[config.mk]
export PLATFORM = sky130hd
export DESIGN_NAME = fetch_ctrl
export DESIGN_NICKNAME = d
export VERILOG_FILES = /design/src/rtl/fetch_pkg.sv /design/src/rtl/fetch_queue.sv /design/src/rtl/fetch_ctrl.sv
export SDC_FILE = /design/constraint.sdc
export NUM_CORES = 1
export LEC_CHECK = 0
export BUFFER_PORTS_ARGS = -buffer_cell sky130_fd_sc_hd__clkbuf_2
export CELL_PAD_IN_SITES_DETAIL_PLACEMENT = 0
export CELL_PAD_IN_SITES_GLOBAL_PLACEMENT = 1
export CORE_MARGIN = 2
export CORE_UTILIZATION = 45
export DETAILED_ROUTE_END_ITERATION = 10
export PLACE_DENSITY_LB_ADDON = 0.1
export SLEW_MARGIN = 20
export SYNTH_ARGS = -nofsm -noshare
export SYNTH_HDL_FRONTEND = slang
export SYNTH_SLANG_ARGS = --single-unit
export TNS_END_PERCENT = 50
[constraint.sdc]
create_clock -name CLK -period 9.1 [get_ports CLK]
set_clock_uncertainty 0.05 [all_clocks]
set_input_delay 2.73 -clock CLK [delete_from_list [all_inputs] [get_ports CLK]]
set_output_delay 2.73 -clock CLK [all_outputs]
set_load 0.005 [all_outputs]
[src/rtl/fetch_pkg.sv]
// rtl/fetch_pkg.sv - shared widths, defaults and queue entry type for the fetch sequencer
package fetch_pkg;
   localparam int XLEN = 32;
   localparam int INST_BYTES = 4;
   localparam logic [XLEN-1:0] DEFAULT_RESET_PC = 32'h0000_0000;

   typedef struct packed {
      logic [XLEN-1:0] pc;
      logic [XLEN-1:0] inst;
   } fetch_entry_t;
endpackage

[src/rtl/fetch_queue.sv]
// rtl/fetch_queue.sv - instruction queue of {pc, inst} with flush and same-cycle head
module fetch_queue
   import fetch_pkg::*;
#(
   parameter int DEPTH = 4,
   parameter int CNT_W = 3
) (
   input  logic             CLK,
   input  logic             RST,
   input  logic             push,
   input  fetch_entry_t     push_entry,
   input  logic             pop,
   input  logic             flush,
   output logic [CNT_W-1:0] occ,
   output fetch_entry_t     head
);
   localparam int AW = $clog2(DEPTH);

   fetch_entry_t mem_q [DEPTH];
   logic [AW-1:0] wr_ptr_q, wr_ptr_d;
   logic [AW-1:0] rd_ptr_q, rd_ptr_d;
   logic [CNT_W-1:0] occ_q, occ_d;

   always_comb begin
      wr_ptr_d = wr_ptr_q;
      rd_ptr_d = rd_ptr_q;
      occ_d    = occ_q;
      if (flush) begin
         wr_ptr_d = '0;
         rd_ptr_d = '0;
         occ_d    = '0;
      end else begin
         if (push) wr_ptr_d = wr_ptr_q + AW'(1);
         if (pop)  rd_ptr_d = rd_ptr_q + AW'(1);
         occ_d = occ_q + CNT_W'(push) - CNT_W'(pop);
      end
   end

   always_ff @(posedge CLK) begin
      if (RST) begin
         wr_ptr_q <= '0;
         rd_ptr_q <= '0;
         occ_q    <= '0;
      end else begin
         wr_ptr_q <= wr_ptr_d;
         rd_ptr_q <= rd_ptr_d;
         occ_q    <= occ_d;
      end
   end

   always_ff @(posedge CLK) begin
      if (push && !flush) mem_q[wr_ptr_q] <= push_entry;
   end

   assign occ  = occ_q;
   assign head = mem_q[rd_ptr_q];
endmodule

[src/rtl/fetch_ctrl.sv]
// rtl/fetch_ctrl.sv - credit-limited sequential instruction fetch with redirect and stale-response drop
module fetch_ctrl
   import fetch_pkg::*;
#(
   parameter logic [XLEN-1:0] RESET_PC = DEFAULT_RESET_PC,
   parameter int QUEUE_DEPTH = 4,
   parameter int CNT_W = 3
) (
   input  logic            CLK,
   input  logic            RST,
   input  logic            REDIRECT,
   input  logic [XLEN-1:0] REDIRECT_PC,
   output logic            OUT_VALID,
   input  logic            OUT_READY,
   output logic [XLEN-1:0] OUT_PC,
   output logic [XLEN-1:0] OUT_INST,
   output logic            INST_RDEN,
   output logic [XLEN-1:0] INST_RADDR,
   input  logic            MEM_WAIT,
   input  logic            INST_RVALID,
   input  logic [XLEN-1:0] INST_RDATA
);
   logic rden_q, rden_d;
   logic [XLEN-1:0] raddr_q, raddr_d;
   logic [XLEN-1:0] next_pc_q, next_pc_d;
   logic [XLEN-1:0] resp_pc_q, resp_pc_d;
   logic [CNT_W-1:0] outstanding_q, outstanding_d;
   logic [CNT_W-1:0] drop_q, drop_d;

   logic accept, push, pop, credit_ok;
   logic [CNT_W:0] credit_sum;
   logic [XLEN-1:0] issue_pc;
   logic [CNT_W-1:0] occ;
   fetch_entry_t push_entry, head;

   fetch_queue #(.DEPTH(QUEUE_DEPTH), .CNT_W(CNT_W)) u_queue (
      .CLK(CLK), .RST(RST), .push(push), .push_entry(push_entry), .pop(pop),
      .flush(REDIRECT), .occ(occ), .head(head)
   );

   always_comb begin
      accept     = rden_q & ~MEM_WAIT;
      push       = INST_RVALID & ~REDIRECT & (drop_q == '0);
      OUT_VALID  = (occ != '0) & ~REDIRECT;
      pop        = OUT_VALID & OUT_READY;
      push_entry = '{pc: resp_pc_q, inst: INST_RDATA};
      // Stale reads in flight still hold credit until they return.
      credit_sum = {1'b0, occ} + {1'b0, outstanding_q} + (CNT_W+1)'(accept);
      credit_ok  = credit_sum < (CNT_W+1)'(QUEUE_DEPTH);

      outstanding_d = outstanding_q + CNT_W'(accept) - CNT_W'(INST_RVALID);
      drop_d        = drop_q;
      resp_pc_d     = resp_pc_q;
      if (REDIRECT) begin
         drop_d    = outstanding_d;
         resp_pc_d = REDIRECT_PC;
      end else if (INST_RVALID) begin
         if (drop_q != '0) drop_d = drop_q - CNT_W'(1);
         else              resp_pc_d = resp_pc_q + XLEN'(INST_BYTES);
      end

      rden_d    = rden_q;
      raddr_d   = raddr_q;
      next_pc_d = next_pc_q;
      issue_pc  = REDIRECT ? REDIRECT_PC : next_pc_q;
      if (rden_q && MEM_WAIT) begin
         if (REDIRECT) begin
            raddr_d   = REDIRECT_PC;
            next_pc_d = REDIRECT_PC + XLEN'(INST_BYTES);
         end
      end else begin
         rden_d = credit_ok;
         if (credit_ok) begin
            raddr_d   = issue_pc;
            next_pc_d = issue_pc + XLEN'(INST_BYTES);
         end else begin
            next_pc_d = issue_pc;
         end
      end
   end

   always_ff @(posedge CLK) begin
      if (RST) begin
         rden_q        <= 1'b0;
         raddr_q       <= RESET_PC;
         next_pc_q     <= RESET_PC;
         resp_pc_q     <= RESET_PC;
         outstanding_q <= '0;
         drop_q        <= '0;
      end else begin
         rden_q        <= rden_d;
         raddr_q       <= raddr_d;
         next_pc_q     <= next_pc_d;
         resp_pc_q     <= resp_pc_d;
         outstanding_q <= outstanding_d;
         drop_q        <= drop_d;
      end
   end

   assign INST_RDEN  = rden_q;
   assign INST_RADDR = raddr_q;
   assign OUT_PC     = head.pc;
   assign OUT_INST   = head.inst;
endmodule

==> qor.yml <==
floorplanning:
  fp.dieW_um: 195
  num_rows: 70
  ios: 168
  start_util: 0.453
  core_um2: 36300
  design.die.area_um2: 38200
  die_h_um: 195
worst_setup_path:
  cp_top_family: "buffers and inverters"
  r2r_setup_slack_ns: 6.07
  rr_endpoint: "INST_RADDR[2]$_SDFFE_PP0P_"
  path_class: "in2out"
  worstSetupStartpointType: "input port"
  worst-path-max-fanout: 2
  cp.arrival_ns: 3.16
  crit_chain: "buf_4 -> nor2_1 -> clkbuf_2"
  crit_buf_inv: 2
  crit-reg2reg-launch: "u_queue.occ[1]$_SDFF_PP0_"
  worst_path_max_delay_cell: "nor2_1"
  slowest_delay_ns: 0.15
  cp-end-kind: "primary output"
  r2r_cells: 7
  cp_data_required_time_ns: 6.32
clocking:
  clkLatencyLatePin_ns: 0.53
  clock_path_buffers: 3
  cts_setup_buffers: 0
  cts_resized: 0
  cts-root-buf: "clkbuf_16"
  numCtsBuffers: 41
  htreeDepth: 2
  clk_pin_slew_worst_paths_ns: 0.06
  cts_hold_buf: 0
  cts.sink_count: 368
  cts_tree: "built"
final_layout:
  area_growth_pct: 13.9
  final_cell_area_um2: 18800
  drive_gt1_frac: 0.240
  fin_nets: 1484
  n_fill_cell: 3125
  multi_input_area_um2: 6080
  regArea_um2: 9930
  antenna_cells: 0
min_path:
  whs_endpoint: "next_pc_q[1]$_SDFFE_PP0P_"
  hp-start: "next_pc_q[1]$_SDFFE_PP0P_"
  holdPathStages: 2
  worstHoldPathType: "reg2reg"
route:
  drtPass1Iterations: 5
  vias: 10600
  ant_nets: 0
  wire_per_inst_um: 20.5
  drc: 0
  routed_wl_um: 38700
  drt-initial-drc-count: 808
  via_per_inst: 5.60
power:
  ir_drop_uv: 117
  p_per_area_nw_per_um2: 215
  p_leak_nw: 6.46
  finalPower_w: 0.00404
global_route:
  globalRouteOverflowTotal: 0
  grt_pass1_wl_um: 61600
  grt_max_degree: 163
  grt_pass1_vias: 10600
  grt_use_total: 0.206
  antenna_found_initial: 0
timing:
  tightestPinTransition_ns: 0.977
  setup_viol: 0
  finalHoldViolCount: 0
  finalCriticalPeriod_ns: 5.94
  fmax_mhz: 168
  finalSetupTns_ns: 0
  slew_headroom: 0.348
  fin_crit_sh: 0.653
  finalMaxSlewViolations: 0
  rsz0062_at_grt: "no"
synthesis:
  synth-xor-area-share: 0.0409
  netlist-cell-type-count: 72
  synth_top_family_by_area: "simple AND/OR/NAND/NOR gates"
  avgSynthCellArea_um2: 13.1
  postSynth.asyncResetShare: 0
  synthTopCellsByCount: "edfxtp_1, dfxtp_1, nand2_1"
  synth.mux.area_fraction: 0.106
  yosysTopAreaCell: "edfxtp_1"
  yosys.area_share.adder: 0.0146
  synth-simple-area-share: 0.120
  synth_seq_area_share: 0.603
  synth_compound_area_frac: 0.0860
  synthCells: 1259
  synth_edf_count: 256
  synthFlopType: "edfxtp_1"
  synth_most_common_cell: "edfxtp_1"
  synth.top_cell.area_share: 0.466
  netlist_top_cells_area: "edfxtp_1, dfxtp_1, mux4_2"
  ys_seq_elements: 368
  syn-num-nets: 1347
  ys_warn_count: 0
  synth_area_um2: 16500
placement:
  post_dp_cell_area_um2: 17600
  io_buffers: 167
  place_hpwl_um: 24200
  gp_congestion: 0.795
job:
  max-cap-violations: 0
run_status:
  status: "completed"
-- how the worst max path moves through the flow --
stage | from | end | slack (ns) | cells past startpoint
after CTS | REDIRECT | OUT_VALID | 3.14 | 3
final | REDIRECT | OUT_VALID | 3.16 | 3
after detailed placement | REDIRECT | OUT_VALID | 3.14 | 3
after global routing | REDIRECT | OUT_VALID | 3.11 | 3
after global placement | REDIRECT | OUT_VALID | 3.16 | 3
after floorplan | REDIRECT | OUT_VALID | 2.92 | 5
-- worst register-to-register path, cell delays in order, from the launching register on --
cell       delay, ns
dfxtp_1         0.40
ha_1            0.28
a2111oi_2       0.42
and2_1          0.44
nand2_1         0.28
nand2_4         0.62
mux2_2          0.41
nor2_1          0.07
-- state kept, by name, indices dropped and copies added (netlist names), named ones only --
name	count
u_queue.mem_q	256
u_queue.wr_ptr_q	2
INST_RDEN	1
resp_pc_q	32
u_queue.occ	3
u_queue.rd_ptr_q	2
next_pc_q	32
drop_q	3
outstanding_q	3
INST_RADDR	32
-- through the flow --
step,setup slack [ns],hold slack (ns),cells,util
2_1_floorplan,2.92,0.387,1259,-
3_3_place_gp,3.16,0.397,1821,0.485
3_5_place_dp,3.14,0.406,1821,0.485
4_1_cts,3.14,0.418,1890,0.517
5_1_grt,3.11,0.426,1890,0.517
6_report,3.16,0.418,1890,0.517
-- placed cells by master (no fill, tap or decap), drive strengths merged, types with 3 or more instances in the layout --
master  instances
a211o           4
a211oi         24
a21boi          7
a21oi          37
a221oi          4
a22oi           5
a311oi         32
a31oi           6
and2           17
and3            5
buf            15
clkbuf        211
clkinv         22
dfxtp         112
edfxtp        256
ha             16
inv            21
mux2            8
mux2i          22
mux4           64
nand2         110
nand2b          4
nand3          50
nand3b         18
nand4          17
nand4b          5
nor2          107
nor2b           4
nor3           24
nor4           18
o21a            4
o21ai          62
o22ai           7
or3             3
xnor2          46
xor2           31
-- cell type report --
class / instances / share of cell area
Clock inverter: 23 / 0.00580
Timing Repair Buffer: 180 / 0.0505
Inverter: 20 / 0.00400
Sequential cell: 368 / 0.529
Tap cell: 468 / 0.0312
Multi-Input combinational cell: 785 / 0.324
Clock buffer: 46 / 0.0556
-- logic make-up (layout without fill, tap and decap cells) --
| family | after synthesis | in the layout |
|---|---|---|
| simple gates | 386 | 386 |
| mux | 94 | 94 |
| fa+ha+maj | 18 | 18 |
| flops | 368 | 368 |
| xor+xnor | 77 | 77 |
| compound gates | 210 | 210 |
| buf+inv | 106 | 269 |
-- report_power, final --
part	switching [W]	internal, W
Combinational	0.000336	0.000233
Sequential	0.0000859	0.00193
Clock	0.000639	0.000819
-- per-layer routing --
layer  global-route usage  share of wire  vias to the layer above
met5                    0              0                        -
li1                     -              -                     5066
met1                0.301           0.48                     5224
met4               0.0455          0.015                        0
met3               0.0347          0.047                       46
met2                0.324           0.46                      247
No activity file was read; power rests on OpenSTA's default activity.
